--- src/rtl/mul4_fitness_eval.sv ---
// mul4_fitness_eval
//   Drives an evolved 4-lane multiplier individual with LFSR-generated 32x32
//   operand pairs. A serial shift-add multiplier computes the golden 64-bit
//   product. The block counts how many of the individual's 64 output bits
//   match that product and accumulates the result into a fitness score.
// Ports
//   clk, rst_n               : clock, asynchronous active-low reset
//   start                    : run request, sampled only in IDLE
//   busy, done               : run in progress / one-cycle end-of-run pulse
//   dut_a1..dut_b0           : operand lanes to the individual, a={a1,a0}, b={b1,b0}
//   dut_y3..dut_y0           : individual output lanes, combinational from dut_*
//   score, exact_count       : matching-bit total (saturating) / fully exact vectors
module mul4_fitness_eval #(
  parameter int unsigned NUM_VECTORS = 64,
  parameter logic [31:0] SEED        = 32'h0000_0001
) (
  input  logic        clk,
  input  logic        rst_n,
  input  logic        start,
  output logic        busy,
  output logic        done,
  output logic [15:0] dut_a1,
  output logic [15:0] dut_a0,
  output logic [15:0] dut_b1,
  output logic [15:0] dut_b0,
  input  logic [15:0] dut_y3,
  input  logic [15:0] dut_y2,
  input  logic [15:0] dut_y1,
  input  logic [15:0] dut_y0,
  output logic [15:0] score,
  output logic [15:0] exact_count
);

  localparam logic [31:0] LFSR_POLY = 32'h8020_0003;
  // An all-zero Galois LFSR never leaves zero.
  localparam logic [31:0] SEED_INIT = (SEED == 32'd0) ? 32'd1 : SEED;
  localparam logic [9:0]  LAST_VEC  = 10'(NUM_VECTORS - 1);

  typedef enum logic [2:0] {IDLE, GEN_A, GEN_B, MUL, CMP, DONE} state_t;

  function automatic logic [31:0] lfsr_step(input logic [31:0] s);
    return (s >> 1) ^ (s[0] ? LFSR_POLY : 32'd0);
  endfunction

  function automatic logic [6:0] match_count(input logic [63:0] obs,
                                             input logic [63:0] exp);
    logic [6:0] n;
    n = 7'd0;
    for (int i = 0; i < 64; i++) begin
      if (obs[i] == exp[i]) n = n + 7'd1;
    end
    return n;
  endfunction

  function automatic logic [15:0] sat_add(input logic [15:0] acc,
                                          input logic [6:0]  inc);
    logic [16:0] sum;
    sum = {1'b0, acc} + {10'd0, inc};
    return sum[16] ? 16'hFFFF : sum[15:0];
  endfunction

  state_t      state, state_nxt;
  logic [31:0] lfsr;
  logic [31:0] a_reg, b_reg;
  logic [9:0]  vec_cnt;
  logic [4:0]  iter;
  logic [63:0] prod;
  logic [31:0] mplier;
  logic [32:0] mul_sum;
  logic [6:0]  match;

  assign dut_a1 = a_reg[31:16];
  assign dut_a0 = a_reg[15:0];
  assign dut_b1 = b_reg[31:16];
  assign dut_b0 = b_reg[15:0];

  assign busy = (state == GEN_A) || (state == GEN_B) || (state == MUL) || (state == CMP);
  assign done = (state == DONE);

  // Right-shifting product register: the upper half accumulates the
  // multiplicand, and one finished product bit falls into the lower half per
  // iteration. The multiplicand is read straight from the stable operand port.
  assign mul_sum = {1'b0, prod[63:32]} + (mplier[0] ? {1'b0, a_reg} : 33'd0);
  assign match   = match_count({dut_y3, dut_y2, dut_y1, dut_y0}, prod);

  always_ff @(posedge clk or negedge rst_n) begin
    if (!rst_n) state <= IDLE;
    else        state <= state_nxt;
  end

  always_comb begin
    state_nxt = state;
    case (state)
      IDLE:    if (start) state_nxt = GEN_A;
      GEN_A:   state_nxt = GEN_B;
      GEN_B:   state_nxt = MUL;
      MUL:     if (iter == 5'd31) state_nxt = CMP;
      CMP:     state_nxt = (vec_cnt == LAST_VEC) ? DONE : GEN_A;
      DONE:    state_nxt = IDLE;
      default: state_nxt = IDLE;
    endcase
  end

  always_ff @(posedge clk or negedge rst_n) begin
    if (!rst_n) begin
      lfsr        <= SEED_INIT;
      a_reg       <= 32'd0;
      b_reg       <= 32'd0;
      vec_cnt     <= 10'd0;
      iter        <= 5'd0;
      score       <= 16'd0;
      exact_count <= 16'd0;
    end else begin
      case (state)
        IDLE: begin
          if (start) begin
            lfsr        <= SEED_INIT;
            vec_cnt     <= 10'd0;
            score       <= 16'd0;
            exact_count <= 16'd0;
          end
        end
        GEN_A: begin
          lfsr  <= lfsr_step(lfsr);
          a_reg <= lfsr_step(lfsr);
        end
        GEN_B: begin
          lfsr  <= lfsr_step(lfsr);
          b_reg <= lfsr_step(lfsr);
          iter  <= 5'd0;
        end
        MUL: iter <= iter + 5'd1;
        CMP: begin
          score   <= sat_add(score, match);
          vec_cnt <= vec_cnt + 10'd1;
          if (match == 7'd64) exact_count <= exact_count + 16'd1;
        end
        default: ;
      endcase
    end
  end

  // Multiplier datapath needs no reset: it is always reloaded in GEN_B
  // before it is used.
  always_ff @(posedge clk) begin
    case (state)
      GEN_B: begin
        prod   <= 64'd0;
        mplier <= lfsr_step(lfsr);
      end
      MUL: begin
        prod   <= {mul_sum, prod[31:1]};
        mplier <= mplier >> 1;
      end
      default: ;
    endcase
  end

endmodule

--- config.mk ---
export PLATFORM = sky130hd
export DESIGN_NAME = mul4_fitness_eval
export DESIGN_NICKNAME = d
export VERILOG_FILES = /design/src/rtl/mul4_fitness_eval.sv
export SDC_FILE = /design/constraint.sdc
export NUM_CORES = 1
export LEC_CHECK = 0
export ABC_AREA = 1
export BUFFER_PORTS_ARGS = -buffer_cell sky130_fd_sc_hd__buf_2
export CAP_MARGIN = 20
export CORE_UTILIZATION = 50
export CTS_CLUSTER_DIAMETER = 200
export DETAILED_ROUTE_END_ITERATION = 10
export GPL_ROUTABILITY_DRIVEN = 0
export PLACE_DENSITY = 0.7
export SLEW_MARGIN = 10
export SYNTH_ARGS = -nofsm -noshare
export SYNTH_HDL_FRONTEND = slang
export SYNTH_SLANG_ARGS = --single-unit
export TNS_END_PERCENT = 1
--- constraint.sdc ---
create_clock -name clk -period 27.3 [get_ports clk]
set_input_delay 2.73 -clock clk [delete_from_list [all_inputs] [get_ports clk]]
set_output_delay 2.73 -clock clk [all_outputs]
set_load 0.02 [all_outputs]
==> qor.txt, run 1 <==
Fillers: 4678
HP Start: b_reg[8]
Most used DFF post-synth: dfrtp_1
CP max-delay cell: ha_1
R2r startpoint: prod[0]
Xor-xnor portion of the synthesized cell area: 0.0309
Clock slew at reported path FFs: 0.06 ns
Via-per-instance ratio: 4.91
Drc violations: 0
Logic pwr share: 0.728
Mux cell area share after synthesis: 0
Seq pwr share: 0.134
Hold_buf cts: 0
Share of layout cells above drive strength 1: 0.235
Reg2reg end: score[14]
Post-synth EDFFs: 96
Failing checks: negative setup slack
Peak supply drop: 0.000219 V
Largest net degree at the start of global routing: 83
Hold path depth: 2
H-tree levels: 1
Worst reg2reg path depth: 229
Syn avg cell area: 6.24 um2
N_diodes: 0
Vias in the first global route: 23400
FF+latch count, synth: 242
Core Box Area: 0.0491 mm2
Number of I/O port buffers: 164
Endpoint, Worst Hold: b_reg[8]
Area growth syn-to-layout: 22.2%
Global-route wire length before repair: 104000 um
Count of cell types in the netlist: 50
Synth Area in Compound Gates: 0.0593
Sw Pwr: 1.43 mW
Max-cap viol count: 0
Slew @ Worst Pin: 1.03 ns
Grt total ovfl: 0
WS Path Type: input pin to flip-flop
Routed WL: 61500 um
Critical Path AT: 29.80 ns
Area of the multi-input gates: 0.0165 mm2
Clk_lat worst skew: 0.59 ns
Crit path max fanout: 5
Clk root buf: clkbuf_16
Cell Count, Final, Fillers Out: 5085
Leak pwr: 17.0 nW
Status: complete, but fails checks
Final worst slack: -2.06 ns
Final Hold Viols: 0
Clock skew after layout: 0.0193 ns
Hold Crit Class: flip-flop to flip-flop
Num CTS Buffers: 29
Cell area after layout: 0.0304 mm2
CP required: 27.74 ns
Power Total: 2.88 mW
Post-route setup TNS: -49.92 ns
Io pins: 165
Setup crit end kind: flip-flop
Initial antenna violation count: 1
Layout Nets: 4572
Total track usage: 0.241
TritonCTS clock tree: built
Drt wl/cell: 12.1 um
Crit-path max cell delay: 0.30 ns
Netlist Area Pre-Place: 0.0249 mm2
Vias: 25000
Area after DPL: 0.0286 mm2
CTS Buffer Depth: 3
Sw frac: 0.496
Max_slew headroom: 0.310
Placed Cells: 5003
Die W: 225 um
Fin. max-slew vios: 0
Clock Power Share: 0.138
Maximum clock rate: 0.0341 GHz
Biggest register: prod
Reg2reg setup slack: -0.37 ns
Largest family of logic cells by synthesized area: simple AND/OR/NAND/NOR gates
Die span in y: 225 um
DP Worst Slack: -3.11 ns
Int Pwr: 1.45 mW
Antenna viol nets, final: 0
Synth Warn #: 0
Detail Placement HPWL: 46500 um
Max reg flops: 64
Seq/Total Area, Yosys: 0.262
Starting Density: 0.508
Area of the die: 0.0507 mm2
Rows: 81
Area share of fa/ha/maj cells after synthesis: 0.0543
Final setup violating endpoints: 32
Fin crit period: 29.36 ns
FF+latch area: 0.00654 mm2
Syn Nets: 4164
TritonRoute pass-1 iters: 5
Ys async rst share: 0.603
Tcrit/Tclk final: 1.08
RSZ-0062 raised after global routing: true
Crit start category: input pin
PwrDens: 94.7 mW/mm2
DRT iter0 DRCs: 1200
CTS Sinks: 242
Most used cell, CP: nand2_1
Simple-Gate Fraction of Synth Area: 0.474
Post-Syn Instances: 3990
## area by class of cell
type	instances	share of cell area
sequential	242	0.215
clock inverter	19	0.00543
timing repair buffer	419	0.0925
inverter	742	0.0923
multi-input combinational	2964	0.541
tap	664	0.0273
clock buffer	35	0.0266
## power groups by stage
stage          sequential [mW]  clock [mW]  combinational [mW]
6_report                 0.387       0.398                2.10
5_1_grt                  0.388       0.418                2.43
4_1_cts                  0.387       0.408                2.03
3_5_place_dp             0.394           0                2.00
3_3_place_gp             0.395           0                1.96
2_1_floorplan            0.399           0                1.54
## logic make-up (layout without fill, tap and decap cells)
kind of cell    count (synthesis)  count (layout)
flops                         242             242
xor+xnor                       87              87
simple gates                 2496            2496
compound gates                274             274
buf+inv                       784            1215
fa+ha+maj                     107             107
## what timing repair did
action / 4_1_cts / 5_1_grt
pin swaps: 16 / 118
endpoints found under the hold margin: 0 / 0
gates resized for setup: 20 / 147
endpoints found under the setup margin: 32 / 32
buffers inserted: 4 / 24
## worst max path at each step
stage | from | endpoint | slack, ns | depth (start not counted)
3_5_place_dp | dut_y0[1] | score[15] | -3.11 | 233
6_report | dut_y0[0] | score[14] | -2.06 | 230
3_3_place_gp | dut_y0[1] | score[15] | -2.55 | 232
4_1_cts | dut_y0[0] | score[13] | -2.22 | 231
2_1_floorplan | dut_y0[1] | score[13] | -1.62 | 229
5_1_grt | dut_y0[0] | score[14] | -4.07 | 232
## cells in the mapped netlist, types with 32 or more instances
cell      instances  area [um2]
edfxtp_1         96        2880
dfrtp_1         145        3630
o22ai_1          32         200
nand2_1        1188        4460
or2_2            39         244
nand2_2         143         895
nand3_2         103        1030
clkbuf_1         35         131
a21oi_1          62         310
nand3b_1         70         526
xnor2_1          63         552
ha_1            105        1310
o21ai_0         154         771
nor2_1          320        1200
nand3_1         537        2690
inv_1           706        2650
## worst max-delay path: cells and delay by family
family                     cells  cell delay (ns)
buffers and inverters         34             1.89
adders and majority gates     35             8.57
and+or+nand+nor              150            15.41
AOI/OAI and AO/OA             11             1.12
## metrics by stage
step	hold WS [ns]	utilization
2_1_floorplan	0.442	-
3_3_place_gp	0.450	0.583
3_5_place_dp	0.465	0.583
4_1_cts	0.480	0.605
5_1_grt	0.503	0.620
6_report	0.483	0.620
## per-layer routing
metal / global-route usage / part of all wire / vias up
li1: - / - / 13500
met1: 0.304 / 0.46 / 11100
met2: 0.424 / 0.47 / 335
met3: 0.0377 / 0.045 / 85
met4: 0.0636 / 0.024 / 2
met5: 0 / 0.00021 / -
## cell usage in the layout (no fill, tap or decap), types with 7 or more instances in the layout
master     netlist  layout
o21ai_0        154     133
clkinv_1         8      10
nand2_4         23      39
buf_4            2     251
clkbuf_16        0      30
nand3_2        103     155
nor2_1         320     313
nor3_1          23      19
ha_1           105      85
nand2_1       1188    1094
or2_4            0      35
dfrtp_1        145     145
nor3_2           4       7
nand3_1        537     484
o22ai_1         32      32
xor2_1          23      23
a21oi_1         62      59
xnor2_1         63      63
nand3b_1        70      70
inv_1          706     688
inv_2           28      46
ha_4             0      18
o21ai_1          2      17
nand2_2        143     220
nor2_2           9      14
nand4_1         23      23
buf_2            0     161
o21a_1           8       8
edfxtp_1        96      96
No activity file was read; power rests on OpenSTA's default activity.
==> run 2: changes to the inputs <==
--- a/config.mk
+++ b/config.mk
@@ -9,10 +9,11 @@
 export BUFFER_PORTS_ARGS = -buffer_cell sky130_fd_sc_hd__buf_2
 export CAP_MARGIN = 20
 export CORE_UTILIZATION = 50
-export CTS_CLUSTER_DIAMETER = 200
+export CTS_CLUSTER_DIAMETER = 30
 export DETAILED_ROUTE_END_ITERATION = 10
 export GPL_ROUTABILITY_DRIVEN = 0
 export PLACE_DENSITY = 0.7
+export SETUP_SLACK_MARGIN = 0.15
 export SLEW_MARGIN = 10
 export SYNTH_ARGS = -nofsm -noshare
 export SYNTH_HDL_FRONTEND = slang
==> qor.txt, run 2 (same netlist as run 1, synthesis figures left out) <==
Status: complete, but fails checks
Failing checks: negative setup slack
Most common cell after layout, fill and taps aside: nand2_1
Vias: 25200 (+0.94%)
Num CTS Buffers: 55 (+90%)
Peak supply drop: 0.000223 V (+1.7%)
Largest net degree at the start of global routing: 83 (unchanged)
CP max-delay cell: ha_1
Die W: 225 um (unchanged)
Slew @ Worst Pin: 1.03 ns (-0.00113 ns)
Most used cell, CP: nand2_1
Vias in the first global route: 23900 (+2.0%)
Max reg flops: 64 (unchanged)
Via-per-instance ratio: 4.91 (about the same)
Hold_buf cts: 0 (unchanged)
Routed WL: 62800 um (+2.0%)
Global-route wire length before repair: 106000 um (+1.9%)
Detail Placement HPWL: 46500 um (unchanged)
WS Path Type: input pin to flip-flop
Clock skew after layout: 0.0343 ns (+0.0150 ns)
Clock slew at reported path FFs: 0.05 ns (about the same)
Setup crit end kind: flip-flop
Max_slew headroom: 0.313 (+0.00329)
Initial antenna violation count: 1 (unchanged)
Core Util, Final: 0.639 (+0.0191)
DRT iter0 DRCs: 1164 (-3.0%)
Grt total ovfl: 0 (unchanged)
Fin. max-slew vios: 0 (unchanged)
Drt wl/cell: 12.2 um (+1.1%)
Clk root buf: clkbuf_16
CP delay by family, top: simple AND/OR/NAND/NOR gates
H-tree levels: 2 (+1)
Antenna viol nets, final: 0 (unchanged)
Final setup violating endpoints: 32 (unchanged)
Core Box Area: 0.0491 mm2 (unchanged)
Post-route setup TNS: -51.90 ns (-1.98 ns)
Die span in y: 225 um (unchanged)
Clk_lat worst skew: 0.61 ns (+0.02 ns)
Drc violations: 0 (unchanged)
CTS Buffer Depth: 3 (unchanged)
Total track usage: 0.247 (+0.00607)
Area of the die: 0.0507 mm2 (unchanged)
Number of I/O port buffers: 164 (unchanged)
Final Hold Viols: 0 (unchanged)
Crit start category: input pin
Share of layout cells above drive strength 1: 0.243 (+0.00800)
Final worst slack: -2.15 ns (-0.0914 ns)
CP required: 27.78 ns (+0.04 ns)
Crit-path max cell delay: 0.31 ns (about the same)
TritonCTS clock tree: built
CTS Sinks: 242 (unchanged)
Commonest cells after routing, fill and taps aside: nand2_1, inv_1, nand3_1, nor2_1, buf_4
Rows: 81 (unchanged)
Tcrit/Tclk final: 1.08 (+0.00335)
Area growth syn-to-layout: 25.9%
Maximum clock rate: 0.0340 GHz (-0.31%)
Leak pwr: 17.4 nW (+2.6%)
Starting Density: 0.508 (unchanged)
N_diodes: 0 (unchanged)
RSZ-0062 raised after global routing: true
Max-cap viol count: 0 (unchanged)
Layout Nets: 4597 (+0.55%)
Fillers: 4526 (-3.2%)
Worst Path Buf+Inv: 35 (+2.9%)
Crit path max fanout: 5 (unchanged)
PwrDens: 101 mW/mm2 (+6.2%)
Hold Crit Class: flip-flop to flip-flop
Io pins: 165 (unchanged)
TritonRoute pass-1 iters: 5 (unchanged)
Biggest register: prod
Critical Path AT: 29.93 ns (+0.13 ns)
Fin crit period: 29.45 ns (+0.0914 ns)
run 2: where the power goes:
group	switching, mW	internal, mW
logic	1.25	0.841
registers	0.00629	0.382
clock network	0.246	0.431
total	1.50	1.65
run 2: final cells by class:
cell class / instances / area, um2 / area share
clock inverter: 38 / 403 / 0.0128
inverter: 742 / 2810 / 0.0896
multi-input combinational: 2964 / 16500 / 0.524
clock buffer: 65 / 1530 / 0.0488
timing repair buffer: 418 / 2800 / 0.0894
sequential: 242 / 6540 / 0.208
tap: 664 / 831 / 0.0265
run 2: final timing paths:
kind | endpoint | slack (ns) | startpoint | cells after the start
setup / recovery | score[12] | -2.15 | dut_y0[0] | 230
hold / removal | b_reg[8] | 0.48 | b_reg[8] | 2
setup reg to reg | score[12] | -0.46 | prod[0] | 229
hold reg to reg | b_reg[8] | 0.48 | b_reg[8] | 2
max in group asynchronous | b_reg[2] | 23.74 | rst_n | 2
min in group asynchronous | score[15] | 2.19 | rst_n | 1
run 2: metal layers:
layer | vias up | wire length, um | track usage
met5 | - | 13 | 0
met4 | 2 | 1430 | 0.0663
met3 | 93 | 3010 | 0.0515
met2 | 335 | 29600 | 0.433
met1 | 11200 | 28700 | 0.305
li1 | 13500 | - | -
run 2: worst min-delay path, delay by kind of cell (launching register included):
kind	cells	cell delay, ns
DFF	1	0.34
AOI/OAI and AO/OA	1	0.06
and+or+nand+nor	1	0.05
run 2: through the flow:
step | total power [mW] | cells | cell area, um2 | hold WS (ns) | worst slack (ns)
finish | 3.15 | 5133 | 31400 | 0.478 | -2.15
CTS | 3.10 | 5109 | 30600 | 0.479 | -2.27
detailed placement | 2.40 | 5003 | 28600 | 0.465 | -3.11
global route | 3.51 | 5133 | 31400 | 0.500 | -4.02
global placement | 2.35 | 5002 | 28600 | 0.450 | -2.55
floorplan | 1.94 | 3990 | 25400 | 0.442 | -1.62
run 2: repair_timing:
item / CTS / global route
gates resized for setup: 16 / 142
buffers inserted: 3 / 24
endpoints found under the setup margin: 32 / 32
pin swaps: 14 / 121
==> run 3: changes to the inputs <==
--- a/config.mk
+++ b/config.mk
@@ -9,6 +9,7 @@
 export BUFFER_PORTS_ARGS = -buffer_cell sky130_fd_sc_hd__buf_2
 export CAP_MARGIN = 20
 export CORE_UTILIZATION = 50
+export CTS_BUF_LIST = sky130_fd_sc_hd__clkbuf_4 sky130_fd_sc_hd__clkbuf_8
 export CTS_CLUSTER_DIAMETER = 30
 export DETAILED_ROUTE_END_ITERATION = 10
 export GPL_ROUTABILITY_DRIVEN = 0
==> qor.txt, run 3 (same netlist as run 1, synthesis figures left out) <==
Status: complete, but fails checks
Failing checks: negative setup slack
Drc violations: 0 (unchanged)
Antenna viol nets, final: 0 (unchanged)
PwrDens: 97.8 mW/mm2 (-2.8%)
Commonest cells after routing, fill and taps aside: nand2_1, inv_1, nand3_1, nor2_1, buf_4
Max_slew headroom: 0.313 (about the same)
Clk_lat worst skew: 0.66 ns (+0.05 ns)
HP Start: b_reg[8]
Leak pwr: 17.2 nW (-1.2%)
Clk root buf: clkbuf_8
Die W: 225 um (unchanged)
Most common cell after layout, fill and taps aside: nand2_1
Met2 routed WL: 28900 um (-2.3%)
Starting Density: 0.508 (unchanged)
Tcrit/Tclk final: 1.07 (-0.00684)
Worst reg2reg path depth: 227 (-0.87%)
Endpoint, Worst Hold: b_reg[8]
Placed Cells: 5003 (unchanged)
Setup crit end kind: flip-flop
Metal3 WL: 2840 um (-5.8%)
Vias: 25100 (-0.46%)
Layout Nets: 4598 (+0.022%)
WS Path Type: input pin to flip-flop
Hold path depth: 2 (unchanged)
Fillers: 4591 (+1.4%)
Rows: 81 (unchanged)
Grt total ovfl: 0 (unchanged)
M1 WL: 28700 um (-0.12%)
Core Box Area: 0.0491 mm2 (unchanged)
Crit-path max cell delay: 0.32 ns (about the same)
Area growth syn-to-layout: 24.1%
Core Util, Final: 0.630 (-0.00944)
Number of I/O port buffers: 164 (unchanged)
Global-route wire length before repair: 104000 um (-1.5%)
Peak supply drop: 0.000219 V (-1.7%)
CTS Sinks: 242 (unchanged)
Critical Path AT: 29.77 ns (-0.16 ns)
Final Hold Viols: 0 (unchanged)
Fin. max-slew vios: 0 (unchanged)
R2r startpoint: prod[0]
Drt wl/cell: 12.0 um (-1.7%)
Highest routed layer: met5
Hold Crit Class: flip-flop to flip-flop
Num CTS Buffers: 56 (+1.8%)
Io pins: 165 (unchanged)
Final worst slack: -1.96 ns (+0.187 ns)
Largest net degree at the start of global routing: 83 (unchanged)
Crit start category: input pin
Reg2reg setup slack: -0.33 ns (+0.13 ns)
Via-per-instance ratio: 4.88 (-0.51%)
TritonCTS clock tree: built
Total track usage: 0.243 (-0.00367)
Share of layout cells above drive strength 1: 0.245 (+0.00252)
N_diodes: 0 (unchanged)
DRT iter0 DRCs: 1200 (+3.1%)
Detail Placement HPWL: 46500 um (unchanged)
Cell Count, Final, Fillers Out: 5136 (+0.058%)
RSZ-0062 raised after global routing: true
Clock skew after layout: 0.0397 ns (+0.00537 ns)
Die span in y: 225 um (unchanged)
Area of the die: 0.0507 mm2 (unchanged)
CP max-delay cell: ha_1
Vias in the first global route: 23700 (-0.87%)
H-tree levels: 2 (unchanged)
Max-cap viol count: 0 (unchanged)
Crit path max fanout: 5 (unchanged)
Biggest register: prod
DP Worst Slack: -3.11 ns (unchanged)
Fin crit period: 29.26 ns (-0.187 ns)
CP required: 27.81 ns (+0.03 ns)
CTS Buffer Depth: 3 (unchanged)
Slew @ Worst Pin: 1.03 ns (-0.00129 ns)
Most used cell, CP: nand2_1
Hold_buf cts: 0 (unchanged)
Reg2reg end: score[14]
Maximum clock rate: 0.0342 GHz (+0.64%)
Power Total: 3.02 mW (-4.2%)
Initial antenna violation count: 1 (unchanged)
Clock slew at reported path FFs: 0.06 ns (about the same)
TritonRoute pass-1 iters: 5 (unchanged)
Routed WL: 61700 um (-1.7%)
Final setup violating endpoints: 32 (unchanged)
Max reg flops: 64 (unchanged)
## run 3: per-stage QoR
| step | instance area [um2] | setup TNS [ns] | hold WS (ns) |
|---|---|---|---|
| global placement | 28600 | -62.66 | 0.450 |
| CTS | 30100 | -52.08 | 0.480 |
| detailed placement | 28600 | -79.91 | 0.465 |
| global route | 30900 | -104.03 | 0.503 |
| floorplan | 25400 | -30.49 | 0.442 |
| finish | 30900 | -46.52 | 0.480 |
## run 3: final cells by class
| class | count | area, um2 | share of cell area |
|---|---|---|---|
| multi-input combinational | 2964 | 16500 | 0.533 |
| inverter | 742 | 2810 | 0.0909 |
| sequential | 242 | 6540 | 0.212 |
| tap | 664 | 831 | 0.0269 |
| clock inverter | 37 | 542 | 0.0175 |
| clock buffer | 69 | 900 | 0.0291 |
| timing repair buffer | 418 | 2810 | 0.0909 |
## run 3: worst max-delay path, delay by kind of cell
family | cells | cell delay (ns)
AOI/OAI and AO/OA | 11 | 1.14
adders and majority gates | 34 | 8.51
buffers and inverters | 32 | 1.78
and+or+nand+nor | 150 | 15.52
## run 3: how the worst max path moves through the flow
stage	startpoint	end	cells after the start
2_1_floorplan	dut_y0[1]	score[13]	229
3_3_place_gp	dut_y0[1]	score[15]	232
3_5_place_dp	dut_y0[1]	score[15]	233
4_1_cts	dut_y0[0]	score[13]	227
5_1_grt	dut_y0[0]	score[14]	234
6_report	dut_y0[1]	score[14]	227
## run 3: per-layer routing
| metal | vias to the layer above | global-route usage |
|---|---|---|
| li1 | 13500 | - |
| met1 | 11200 | 0.303 |
| met2 | 312 | 0.425 |
| met3 | 82 | 0.0498 |
| met4 | 2 | 0.0619 |
| met5 | - | 0 |
## run 3: report_power, final
part / leakage, nW / internal, mW / switching (mW)
sequential: 2.56 / 0.381 / 0.00640
clock: 0.718 / 0.331 / 0.200
combinational: 13.9 / 0.850 / 1.25
total: 17.2 / 1.56 / 1.46
## run 3: timing repair
| action | 4_1_cts | 5_1_grt |
|---|---|---|
| endpoints found under the setup margin | 32 | 32 |
| pin swaps | 12 | 120 |
| buffers inserted | 4 | 23 |
| gates resized for setup | 14 | 155 |
